$ cat src/rtl/t02_wb_manager_pkg.sv
// Purpose: shared types and constants for the Wishbone manager slice.
// Latency: n/a (declarations only).
// Backpressure: n/a.
package t02_pkg;

    typedef enum logic [1:0] {
        IDLE = 2'd0,
        BUS  = 2'd1,
        DONE = 2'd2
    } wb_state_t;

    localparam logic [3:0] WB_SEL_ALL = 4'hF;

endpackage

$ cat src/rtl/t02_wb_manager_if.sv
// Purpose: Wishbone classic-cycle bus bundle between the manager and the SoC fabric.
// Latency: n/a (wires only).
// Backpressure: the slave holds off completion by withholding ACK_I.
interface t02_wb_manager_if;
    logic [31:0] ADR_O;
    logic [31:0] DAT_O;
    logic [3:0]  SEL_O;
    logic        WE_O;
    logic        STB_O;
    logic        CYC_O;
    logic [31:0] DAT_I;
    logic        ACK_I;

    modport master (
        output ADR_O, DAT_O, SEL_O, WE_O, STB_O, CYC_O,
        input  DAT_I, ACK_I
    );

    modport slave (
        input  ADR_O, DAT_O, SEL_O, WE_O, STB_O, CYC_O,
        output DAT_I, ACK_I
    );
endinterface

$ cat src/rtl/t02_wb_timeout.sv
// Purpose: loadable up-counter that flags when the next count would reach TIMEOUT.
// Latency: expired is combinational from the current count and enable.
// Backpressure: none; the owner decides when to clear or enable.
module t02_wb_timeout #(
    parameter int TIMEOUT = 255,
    parameter int CW      = $clog2(TIMEOUT + 1)
) (
    input  logic          clk,
    input  logic          rst,
    input  logic          clr,
    input  logic          ld,
    input  logic [CW-1:0] ld_val,
    input  logic          en,
    output logic          expired
);

    localparam logic [CW:0] LIMIT = (CW+1)'(TIMEOUT);

    logic [CW-1:0] cnt;

    // Clear has priority over load, load over counting.
    always_ff @(posedge clk or posedge rst) begin
        if (rst) begin
            cnt <= '0;
        end else if (clr) begin
            cnt <= '0;
        end else if (ld) begin
            cnt <= ld_val;
        end else if (en) begin
            cnt <= cnt + CW'(1);
        end
    end

    // Expires on the cycle whose increment would land on TIMEOUT.
    assign expired = en && (({1'b0, cnt} + (CW+1)'(1)) == LIMIT);

endmodule

$ cat src/rtl/t02_wb_manager.sv
// Purpose: turns a level-held RAM request into one Wishbone classic cycle at a time.
// Latency: request-to-ready is 2 cycles plus ACK wait states; aborts after TIMEOUT bus cycles.
// Backpressure: busy_o stays high from the request cycle until the one-cycle DONE state.
module t02_wb_manager
    import t02_pkg::*;
#(
    parameter int         TIMEOUT     = 255,
    parameter logic [3:0] SEL_DEFAULT = WB_SEL_ALL
) (
    input  logic                     clk,
    input  logic                     RST,
    input  logic                     Ren,
    input  logic                     Wen,
    input  logic [31:0]              ramaddr,
    input  logic [31:0]              ramstore,
    output logic [31:0]              ramload,
    output logic                     busy_o,
    output logic                     err_o,
    t02_wb_manager_if.master         wb
);

    localparam int CW = $clog2(TIMEOUT + 1);

    wb_state_t state;
    logic      req_vld;
    logic      tmo_clr;
    logic      tmo_en;
    logic      tmo_expired;

    // Ren=Wen=1 is the controller's idle code, so only an exclusive request counts.
    assign req_vld = Ren ^ Wen;
    assign tmo_clr = (state == IDLE) && req_vld;
    assign tmo_en  = (state == BUS) && !wb.ACK_I;

    t02_wb_timeout #(
        .TIMEOUT (TIMEOUT),
        .CW      (CW)
    ) u_timeout (
        .clk     (clk),
        .rst     (RST),
        .clr     (tmo_clr),
        .ld      (1'b0),
        .ld_val  ('0),
        .en      (tmo_en),
        .expired (tmo_expired)
    );

    // Sequencer and bus-side registers: latch on entry, freeze through BUS, release on ACK or timeout.
    always_ff @(posedge clk or posedge RST) begin
        if (RST) begin
            state    <= IDLE;
            ramload  <= '0;
            wb.ADR_O <= '0;
            wb.DAT_O <= '0;
            wb.SEL_O <= '0;
            wb.WE_O  <= 1'b0;
            wb.STB_O <= 1'b0;
            wb.CYC_O <= 1'b0;
            err_o    <= 1'b0;
        end else begin
            err_o <= 1'b0;
            case (state)
                IDLE: begin
                    if (req_vld) begin
                        wb.ADR_O <= ramaddr;
                        wb.DAT_O <= Wen ? ramstore : 32'h0;
                        wb.WE_O  <= Wen;
                        wb.SEL_O <= SEL_DEFAULT;
                        wb.CYC_O <= 1'b1;
                        wb.STB_O <= 1'b1;
                        state    <= BUS;
                    end
                end
                BUS: begin
                    // ACK wins over a simultaneous expiry.
                    if (wb.ACK_I) begin
                        if (!wb.WE_O) begin
                            ramload <= wb.DAT_I;
                        end
                        wb.CYC_O <= 1'b0;
                        wb.STB_O <= 1'b0;
                        wb.WE_O  <= 1'b0;
                        state    <= DONE;
                    end else if (tmo_expired) begin
                        wb.CYC_O <= 1'b0;
                        wb.STB_O <= 1'b0;
                        wb.WE_O  <= 1'b0;
                        err_o    <= 1'b1;
                        state    <= DONE;
                    end
                end
                DONE: begin
                    state <= IDLE;
                end
                default: begin
                    state <= IDLE;
                end
            endcase
        end
    end

    // Busy mirrors the request in IDLE so the controller never sees a false ready.
    always_comb begin
        busy_o = 1'b0;
        case (state)
            IDLE:    busy_o = req_vld;
            BUS:     busy_o = 1'b1;
            default: busy_o = 1'b0;
        endcase
    end

endmodule

$ cat src/flat_wrapper.sv
// flat-port wrapper written by rule: the top's interface ports become plain ports
module t02_wb_manager_flat import t02_pkg::*;
#(
    parameter int         TIMEOUT     = 255,
    parameter logic [3:0] SEL_DEFAULT = WB_SEL_ALL
)
  (clk, RST, Ren, Wen, ramaddr, ramstore, ramload, busy_o, err_o, wb_ADR_O, wb_DAT_O, wb_SEL_O, wb_WE_O, wb_STB_O, wb_CYC_O, wb_DAT_I, wb_ACK_I);
  t02_wb_manager_if wb_i ();
  input  logic clk;
  input  logic RST;
  input  logic Ren;
  input  logic Wen;
  input  logic [31:0] ramaddr;
  input  logic [31:0] ramstore;
  output logic [31:0] ramload;
  output logic busy_o;
  output logic err_o;
  output wire logic [$bits(wb_i.ADR_O)-1:0] wb_ADR_O;
  output wire logic [$bits(wb_i.DAT_O)-1:0] wb_DAT_O;
  output wire logic [$bits(wb_i.SEL_O)-1:0] wb_SEL_O;
  output wire logic [$bits(wb_i.WE_O)-1:0] wb_WE_O;
  output wire logic [$bits(wb_i.STB_O)-1:0] wb_STB_O;
  output wire logic [$bits(wb_i.CYC_O)-1:0] wb_CYC_O;
  input wire logic [$bits(wb_i.DAT_I)-1:0] wb_DAT_I;
  input wire logic [$bits(wb_i.ACK_I)-1:0] wb_ACK_I;
  assign wb_ADR_O = wb_i.ADR_O;
  assign wb_DAT_O = wb_i.DAT_O;
  assign wb_SEL_O = wb_i.SEL_O;
  assign wb_WE_O = wb_i.WE_O;
  assign wb_STB_O = wb_i.STB_O;
  assign wb_CYC_O = wb_i.CYC_O;
  assign wb_i.DAT_I = wb_DAT_I;
  assign wb_i.ACK_I = wb_ACK_I;
  t02_wb_manager #(.TIMEOUT(TIMEOUT), .SEL_DEFAULT(SEL_DEFAULT)) u_core (.clk(clk), .RST(RST), .Ren(Ren), .Wen(Wen), .ramaddr(ramaddr), .ramstore(ramstore), .ramload(ramload), .busy_o(busy_o), .err_o(err_o), .wb(wb_i));
endmodule
$ cat config.mk
export PLATFORM = sky130hd
export DESIGN_NAME = t02_wb_manager_flat
export DESIGN_NICKNAME = d
export VERILOG_FILES = /design/src/rtl/t02_wb_manager_pkg.sv /design/src/rtl/t02_wb_manager_if.sv /design/src/rtl/t02_wb_timeout.sv /design/src/rtl/t02_wb_manager.sv /design/src/flat_wrapper.sv
export SDC_FILE = /design/constraint.sdc
export NUM_CORES = 1
export LEC_CHECK = 0
export CAP_MARGIN = 25
export CORE_UTILIZATION = 44
export CTS_CLUSTER_DIAMETER = 150
export DETAILED_ROUTE_END_ITERATION = 12
export GPL_ROUTABILITY_DRIVEN = 0
export MAX_ROUTING_LAYER = met4
export PLACE_DENSITY = 0.85
export SYNTH_ARGS = -nofsm -noshare
export SYNTH_HDL_FRONTEND = slang
export SYNTH_SLANG_ARGS = --single-unit
$ cat constraint.sdc
create_clock -name clk -period 6.5 [get_ports clk]
set_input_delay 0.65 -clock clk [delete_from_list [all_inputs] [get_ports clk]]
set_output_delay 0.65 -clock clk [all_outputs]
set_load 0.01 [all_outputs]
==> results.json <==
{
  "slew_viol_final": 0,
  "wl_per_cell_um": 15.3,
  "crit_fanout": 34,
  "fp.coreArea_sq_um": 9770,
  "fmaxAchievable_mhz": 294,
  "cts_tree": "built",
  "yosysWarningCount": 0,
  "die_area_sq_um": 10500,
  "mappedNetlistNets": 525,
  "async_flop_share": 1.00,
  "post-route-min-period_ns": 3.40,
  "cts_sinks": 110,
  "grt_first_pass_wirelength_um": 17700,
  "power.sequential.fraction": 0.400,
  "remaining_drc_errors": 0,
  "irDropWorstVdd_uv": 208,
  "grtUsageTotal": 0.230,
  "vias": 3684,
  "cts_root_buffer": "sky130_fd_sc_hd__clkbuf_8",
  "routed_via_density": 4.89,
  "worst_ep_arrival_time_ns": 2.75,
  "ys_seq_elements": 110,
  "ys.flop_type": "sky130_fd_sc_hd__dfrtp_1",
  "pwr-share-comb": 0.452,
  "yosys.area.top_type_share": 0.621,
  "number_of_antenna_violations_at_the_first_check_in_global_routing": 0,
  "number_of_global_route_vias_before_repair": 3621,
  "min_path_type": "reg2reg",
  "drt-initial-drc-count": 122,
  "floorplan_die_height_um": 102,
  "floorplan.rows": 36,
  "final_net_count": 718,
  "htree_levels": 3,
  "syn-mean-instance-area_sq_um": 10.5,
  "synth_seq_area_share": 0.621,
  "n_antenna_cell": 0,
  "fraction_of_power_spent_switching_nets": 0.341,
  "drive_above_1_share": 0.0419,
  "status": "finished clean",
  "final-instance-count-excl-fill": 753,
  "worst_slew_margin": 0.423,
  "die_x_um": 102,
  "syn_inst": 422,
  "maximum_number_of_pins_on_one_net_before_global_route_repair": 71,
  "place.port_buffers": 205,
  "gr-total-overflow": 0,
  "fin_setup_tns_ns": 0,
  "synth_cell_types": 34,
  "dp_hpwl_um": 8380,
  "fillers": 723,
  "io-pin-count": 206,
  "power.static_leakage_uw": 0.00308,
  "post_cts_hold_buffer_count": 0,
  "clkLatencyLatePin_ns": 0.36,
  "hold_viol_final": 0,
  "timing.critical_path.required_ns": 5.85,
  "synthDominantAreaCellType": "sky130_fd_sc_hd__dfrtp_1",
  "finalSetupViolCount": 0,
  "worst_setup_path_start_kind": "input port",
  "wl_um": 11500,
  "p_clk_frac": 0.148,
  "timing.clock.skew_ns": 0.0119,
  "worst_slew_pin_slew_ns": 0.866,
  "finalCritPeriodShare": 0.523,
  "grt_setup_unrepaired": "no",
  "areaGrowthSynthToFinish_pct": 51.8,
  "max_cap_viol_count": 0,
  "cts-buffers-inserted": 9,
  "clockBufferDepth": 2,
  "intPower_uw": 1910,
  "synth_edf_count": 0,
  "drt.antenna.violating_nets": 0,
  "drt_first_pass_iters": 4,
  "timing.setup.critical_path_class": "in2out",
  "total_power_uw": 2890,
  "ctsResizeCount": 0,
  "top_post_synthesis_cells_by_area": "sky130_fd_sc_hd__dfrtp_1 62%, sky130_fd_sc_hd__nand2_1 14%, sky130_fd_sc_hd__mux2_1 7.6%, sky130_fd_sc_hd__nand3_1 4.1%, sky130_fd_sc_hd__buf_6 1.5%",
  "cp-end-kind": "output port",
  "post_cts_buffers": 0,
  "clkTransAtPathRegs_ns": 0.09,
  "placed_cells_incl_taps": 737,
  "initial_core_util": 0.453,
  "total_switching_power_uw": 984,
  "syn-cell-area_sq_um": 4430,
  "power_per_cell_area_nw_per_um2": 430
}
## power groups by stage
stage	Clock [uW]	Combinational [uW]	Sequential [uW]
floorplan	0	414	1290
global placement	0	1280	1150
detailed placement	0	1320	1170
CTS	438	1320	1160
global route	468	1420	1190
finish	428	1310	1160
## worst paths after layout
check | startpoint | end | slack (ns) | cells after the start
max | Wen | busy_o | 3.10 | 6
min | u_core.wb.DAT_O[30] | u_core.wb.DAT_O[30] | 0.48 | 2
max reg2reg | u_core.state[1] | u_core.ramload[11] | 4.61 | 4
min reg2reg | u_core.wb.DAT_O[30] | u_core.wb.DAT_O[30] | 0.48 | 2
max in group asynchronous | RST | u_core.ramload[13] | 4.58 | 3
min in group asynchronous | RST | u_core.ramload[14] | 0.65 | 2
## metrics by stage
step	setup WS, ns	instance area (sq um)	util	hold slack, ns
2_1_floorplan	2.95	4430	-	0.473
3_3_place_gp	3.12	6520	0.667	0.450
3_5_place_dp	3.09	6520	0.667	0.455
4_1_cts	3.09	6720	0.688	0.479
5_1_grt	2.98	6720	0.688	0.495
6_report	3.10	6720	0.688	0.475
## registers in the layout, indices dropped and copies added, names as in the netlist
register and count:
u_core.ramload 32, u_core.wb.ADR_O 32, u_core.u_timeout.cnt 8, u_core.wb.STB_O 1
u_core.err_o 1, u_core.wb.SEL_O 1, u_core.state 2, u_core.wb.WE_O 1
u_core.wb.DAT_O 32
## cell usage in the layout (no fill, tap or decap)
cell type / Yosys / layout
sky130_fd_sc_hd__o22ai_1: 3 / 3
sky130_fd_sc_hd__xor2_1: 2 / 2
sky130_fd_sc_hd__and2_1: 3 / 3
sky130_fd_sc_hd__or3_2: 0 / 1
sky130_fd_sc_hd__o21ai_1: 1 / 1
sky130_fd_sc_hd__nor2b_1: 2 / 2
sky130_fd_sc_hd__mux2_2: 2 / 2
sky130_fd_sc_hd__clkbuf_1: 11 / 1
sky130_fd_sc_hd__o21bai_1: 1 / 1
sky130_fd_sc_hd__nor2_1: 2 / 2
sky130_fd_sc_hd__xnor2_1: 3 / 3
sky130_fd_sc_hd__o21a_1: 1 / 1
sky130_fd_sc_hd__clkbuf_8: 0 / 10
sky130_fd_sc_hd__nand4_1: 1 / 1
sky130_fd_sc_hd__inv_4: 0 / 1
sky130_fd_sc_hd__nor4_2: 1 / 1
sky130_fd_sc_hd__nand2b_1: 2 / 2
sky130_fd_sc_hd__a21oi_1: 3 / 3
sky130_fd_sc_hd__ha_1: 2 / 2
sky130_fd_sc_hd__inv_1: 2 / 1
sky130_fd_sc_hd__o31a_1: 1 / 1
sky130_fd_sc_hd__inv_6: 0 / 3
sky130_fd_sc_hd__nand3_1: 36 / 36
sky130_fd_sc_hd__o21ai_0: 8 / 8
sky130_fd_sc_hd__clkinv_4: 0 / 1
sky130_fd_sc_hd__o31ai_1: 2 / 2
sky130_fd_sc_hd__nor3b_1: 1 / 1
sky130_fd_sc_hd__or3b_1: 1 / 1
sky130_fd_sc_hd__and4_1: 1 / 1
sky130_fd_sc_hd__dfrtp_1: 110 / 110
sky130_fd_sc_hd__buf_4: 6 / 5
sky130_fd_sc_hd__clkdlybuf4s50_1: 0 / 205
sky130_fd_sc_hd__o221ai_1: 1 / 1
sky130_fd_sc_hd__nand2_1: 169 / 169
sky130_fd_sc_hd__and3b_1: 1 / 1
sky130_fd_sc_hd__mux2_1: 30 / 30
sky130_fd_sc_hd__bufinv_16: 0 / 1
sky130_fd_sc_hd__nor3_4: 0 / 1
## area by class of cell
| type | count | area, sq um | area share |
|---|---|---|---|
| Inverter | 2 | 10.0 | 0.00149 |
| Sequential cell | 110 | 2750 | 0.409 |
| Timing Repair Buffer | 210 | 2090 | 0.311 |
| Clock buffer | 11 | 141 | 0.0210 |
| Clock inverter | 5 | 65.1 | 0.00968 |
| Tap cell | 133 | 166 | 0.0248 |
| Multi-Input combinational cell | 282 | 1500 | 0.223 |
## cell usage after synthesis (3+ instances only)
cell type and n:
sky130_fd_sc_hd__buf_2 5, sky130_fd_sc_hd__and2_1 3, sky130_fd_sc_hd__clkbuf_1 11, sky130_fd_sc_hd__mux2_1 30, sky130_fd_sc_hd__xnor2_1 3, sky130_fd_sc_hd__a21oi_1 3
sky130_fd_sc_hd__o22ai_1 3, sky130_fd_sc_hd__o21ai_0 8, sky130_fd_sc_hd__buf_4 6, sky130_fd_sc_hd__buf_6 6, sky130_fd_sc_hd__dfrtp_1 110, sky130_fd_sc_hd__nand3_1 36
sky130_fd_sc_hd__nand2_1 169
## metal layers
metal / global-route usage / share of wire / vias to the layer above
met5: - / 0 / -
met1: 0.276 / 0.41 / 1770
met4: 0.0923 / 0.015 / 0
met2: 0.370 / 0.50 / 151
met3: 0.0588 / 0.075 / 14
li1: - / - / 1749
## worst max-delay path, stage by stage
cell and delay (ns):
sky130_fd_sc_hd__clkdlybuf4s50_1 0.45, sky130_fd_sc_hd__buf_4 0.33, sky130_fd_sc_hd__xnor2_1 0.22, sky130_fd_sc_hd__or3_2 0.45, sky130_fd_sc_hd__nand2b_1 0.09, sky130_fd_sc_hd__clkdlybuf4s50_1 0.55
## cells by family after synthesis
| group | after synthesis | synth area share |
|---|---|---|
| AO/OA/AOI/OAI | 21 | 0.0285 |
| XOR/XNOR | 5 | 0.00989 |
| adder cells (fa/ha/maj) | 2 | 0.00565 |
| buffers and inverters | 30 | 0.0421 |
| flip-flops | 110 | 0.621 |
| multiplexers | 32 | 0.0814 |
| AND/OR/NAND/NOR | 222 | 0.211 |
(Power assumes the default switching activity.)
==> edit 1: new RTL, same settings <==
`TIMEOUT` is set to 255 in 3 places; all go to 510.
--- a/src/rtl/t02_wb_timeout.sv
+++ b/src/rtl/t02_wb_timeout.sv
@@ -3,5 +3,5 @@
 // Backpressure: none; the owner decides when to clear or enable.
 module t02_wb_timeout #(
-    parameter int TIMEOUT = 255,
+    parameter int TIMEOUT = 510,
     parameter int CW      = $clog2(TIMEOUT + 1)
 ) (
--- a/src/rtl/t02_wb_manager.sv
+++ b/src/rtl/t02_wb_manager.sv
@@ -5,5 +5,5 @@
     import t02_pkg::*;
 #(
-    parameter int         TIMEOUT     = 255,
+    parameter int         TIMEOUT     = 510,
     parameter logic [3:0] SEL_DEFAULT = WB_SEL_ALL
 ) (
--- a/src/flat_wrapper.sv
+++ b/src/flat_wrapper.sv
@@ -2,5 +2,5 @@
 module t02_wb_manager_flat import t02_pkg::*;
 #(
-    parameter int         TIMEOUT     = 255,
+    parameter int         TIMEOUT     = 510,
     parameter logic [3:0] SEL_DEFAULT = WB_SEL_ALL
 )
Check against the original RTL: same outputs for any inputs over 10 cycles, from zero or initial values and one cycle with RST high; that may be too few to reach the edited logic, so the function may still have changed.
==> edit 1 against the original RTL <==
Wire length down 5.7%. Worst setup slack better by 73 ps. Sequential cell count up 1. Final area about the same. Power up 0.95%. Area after synthesis down 1.3%. Count of clock-buffer cells in the layout down 1. Cell count down 6.9%. Hold slack better by 8.1 ps. Critical endpoint unchanged.
==> edit 1: results (changes against the original RTL) <==
[metrics] maximum number of pins on one net before global-route repair: 68 (-4.2%)
[metrics] Routed Wire Length: 10900 um (-5.7%)
[metrics] Vias: 3517 (-4.5%)
[metrics] setup clock skew after layout: 15.0 ps (+3.07 ps)
[metrics] outcome: complete, no violations
[metrics] sequential standard cell area: 0.00278 mm^2 (+0.91%)
[metrics] Static Leakage: 2.99 nW (-3.1%)
[metrics] delay of the slowest cell on the worst path: 600 ps (+50 ps)
[metrics] area occupied by multi-input gates: 0.00145 mm^2 (-3.3%)
[metrics] clock buf count: 10 (-1)
[metrics] ratio of cells with drive above 1 in the final layout: 10.2% (+6.0 points)
[metrics] overall fraction of global-route tracks in use: 21.9% (-1.1 points)
[metrics] data arrival at the endpoint of the critical path: 2680 ps (-70 ps)
[metrics] met1 Usage GRT: 28.1% (+0.47 points)
[metrics] sequential-to-total area share from yosys stat: 63.5% (+1.4 points)
[metrics] grt met3 use: 4.55% (-1.3 points)
[metrics] compound-cell area share of the yosys netlist: 10.8% (+7.9 points)
[metrics] Synth top cells by count: sky130_fd_sc_hd__dfrtp_1, sky130_fd_sc_hd__nand2_1, sky130_fd_sc_hd__a22o_1, sky130_fd_sc_hd__mux2_2, sky130_fd_sc_hd__o21ai_0
[metrics] inverter count: 4 (+2)
[metrics] Starting DRT DRC Count: 118 (-3.3%)
[metrics] area share of the leading cell type in the synthesized netlist: 63.5% (+1.4 points)
[metrics] #FFs+latches synth: 111 (+0.91%)
[metrics] mux share of post-synthesis cell area: 8.24% (+0.11 points)
[metrics] Post-Synth XOR/XNOR Area: 0.601% (-0.39 points)
[metrics] first-pass GRT wire length: 16900 um (-4.3%)
[metrics] GRT met2 Usage: 33.9% (-3.1 points)
[metrics] portion of the layout cell area used by clock cells: 3.09% (+0.017 points)
[metrics] multi-input gates: 227 (-20%)
[metrics] Filler Cells Inserted: 718 (-0.69%)
[metrics] Synthesized Nets: 470 (-10%)
## edit 1: cells by family after synthesis
| group | after synthesis |
|---|---|
| AOI/OAI and AO/OA | 63 |
| xor gates and xnor gates | 3 |
| adders and majority gates | 2 |
| buffers and inverters | 29 |
| DFF | 111 |
| muxes | 32 |
| and+or+nand+nor | 127 |
## edit 1: path summary, 6_finish.rpt
path	start	endpoint	slack, ps	cells past startpoint
worst max-delay path	Ren	busy_o	3170	6
worst min-delay path	u_core.wb.ADR_O[10]	u_core.wb.ADR_O[10]	480	2
worst max register to register	u_core.u_timeout.cnt[0]	u_core.wb.STB_O	4570	5
worst min register to register	u_core.wb.ADR_O[10]	u_core.wb.ADR_O[10]	480	2
max in group asynchronous	RST	u_core.wb.DAT_O[27]	4610	3
min in group asynchronous	RST	u_core.ramload[15]	760	2
## edit 1: report_power, final
| group | internal (mW) | leakage, nW | switching [mW] | total (mW) |
|---|---|---|---|---|
| combinational | 0.789 | 1.49 | 0.544 | 1.33 |
| sequential | 0.988 | 1.39 | 0.177 | 1.17 |
| clock | 0.191 | 0.106 | 0.228 | 0.419 |
## edit 1: routing by layer
metal | wire length [um] | part of all wire (%)
met1 | 4610 | 42
met2 | 5120 | 47
met3 | 877 | 8.1
met4 | 270 | 2.5
met5 | 0 | 0
## edit 1: metrics by stage
stage	cells	hold slack [ps]	setup WS (ps)	utilization, %	instance area, um^2
floorplan	367	458	2920	-	4370
global placement	684	458	3240	67.0	6490
detailed placement	685	461	3180	67.3	6520
CTS	701	489	3160	69.5	6730
global route	701	518	3020	69.5	6730
finish	701	483	3170	69.5	6730
## edit 1: critical path, delay by kind of cell
kind,cells,cell delay [ps]
and+or+nand+nor,2,210
buffers and inverters,3,1650
xor gates and xnor gates,1,150
==> edit 2: new RTL, config.mk and constraints unchanged <==
Without the edit above. The 3 states of `wb_state_t` get a one-hot encoding in 3 bits.
--- a/src/rtl/t02_wb_manager_pkg.sv
+++ b/src/rtl/t02_wb_manager_pkg.sv
@@ -4,8 +4,8 @@
 package t02_pkg;
 
-    typedef enum logic [1:0] {
-        IDLE = 2'd0,
-        BUS  = 2'd1,
-        DONE = 2'd2
+    typedef enum logic [2:0] {
+        IDLE = 3'b001,
+        BUS  = 3'b010,
+        DONE = 3'b100
     } wb_state_t;
 
Function: same outputs for any inputs over 10 cycles, from zero or initial values and one cycle with RST high; not proved beyond that.
==> edit 2 against the original RTL <==
Combinational power about the same. Worst setup slack improved by 520 ps. Synthesized cell count decreased by 30%. Power decreased by 1.4%. Area after synthesis decreased by 1.9%. Sequential cell count increased by 1. Wire length decreased by 5.1%. Final area decreased by 1.4%. Non-clock buffer count decreased by 1. Largest cell class unchanged.
==> edit 2: results (changes against the original RTL) <==
[metrics] post-placement setup slack: 3590 ps (+507 ps)
[metrics] GRT met2 Usage: 39.8% (+2.8 points)
[metrics] data arrival at the endpoint of the critical path: 2230 ps (-520 ps)
[metrics] mux share of post-synthesis cell area: 16.6% (+8.5 points)
[metrics] setup slack of the worst register-to-register path: 4270 ps (-340 ps)
[metrics] proportion of final cell area spent on non-clock buffers: 31.4% (+0.34 points)
[metrics] clock buf count: 13 (+2)
[metrics] Static Leakage: 2.80 nW (-9.1%)
[metrics] tapcells inserted: 129 (-3.0%)
[metrics] first-pass GRT wire length: 17100 um (-3.2%)
[metrics] top area cells in the synthesized netlist: sky130_fd_sc_hd__dfrtp_1, sky130_fd_sc_hd__mux2_2, sky130_fd_sc_hd__a22o_1
[metrics] Buffers, non-clock: 209 (-0.48%)
[metrics] multi-input gate share of total cell area: 21.2% (-1.1 points)
[metrics] outcome: complete, no violations
[metrics] Post-DP Area: 0.00644 mm^2 (-1.1%)
[metrics] delay of the slowest cell on the worst path: 530 ps (-20 ps)
[metrics] Routed met2 length: 5660 um (-2.2%)
[metrics] overall fraction of global-route tracks in use: 22.8% (-0.14 points)
[metrics] number of global-route vias before repair: 3387 (-6.5%)
[metrics] met1 Usage GRT: 24.7% (-2.9 points)
[metrics] Post-Route Hold Slack: 510 ps (+34.3 ps)
[metrics] Seq cells: 111 (+0.91%)
[metrics] Worst VDD drop: 0.265 mV (+27%)
[metrics] multi-input gates: 158 (-44%)
[metrics] Filler Cells Inserted: 656 (-9.3%)
[metrics] largest fanout on the critical path: 4 (-88%)
[metrics] Synth top cells by count: sky130_fd_sc_hd__dfrtp_1, sky130_fd_sc_hd__mux2_2, sky130_fd_sc_hd__a22o_1, sky130_fd_sc_hd__nand2_1, sky130_fd_sc_hd__buf_6
[metrics] ratio of cells with drive above 1 in the final layout: 17.5% (+13 points)
[metrics] setup clock skew after layout: 8.70 ps (-3.24 ps)
[metrics] Worst Min Path Start: u_core.wb.DAT_O[25]
[metrics] Met3 Routed Length: 837 um (-2.9%)
[edit 2: changes by cell type in the layout (fill, tap and decap cells not counted), moves of 3 or more]
cell                       change
sky130_fd_sc_hd__a22o_1       +32
sky130_fd_sc_hd__mux2_1       -30
sky130_fd_sc_hd__mux2_2       +62
sky130_fd_sc_hd__nand2_1     -160
sky130_fd_sc_hd__nand2b_1      +3
sky130_fd_sc_hd__nand3_1      -34
sky130_fd_sc_hd__nor2_1        +3
sky130_fd_sc_hd__nor3_1        +3
sky130_fd_sc_hd__o21ai_0       -4
sky130_fd_sc_hd__o21ai_1       +4
sky130_fd_sc_hd__o22ai_1       -3
[edit 2: power by group]
| part | total [mW] | internal, mW | switching (mW) | leakage, nW |
|---|---|---|---|---|
| sequential | 1.15 | 0.988 | 0.165 | 1.38 |
| clock | 0.387 | 0.164 | 0.223 | 0.0907 |
| combinational | 1.31 | 0.812 | 0.498 | 1.33 |
| total | 2.85 | 1.96 | 0.885 | 2.80 |
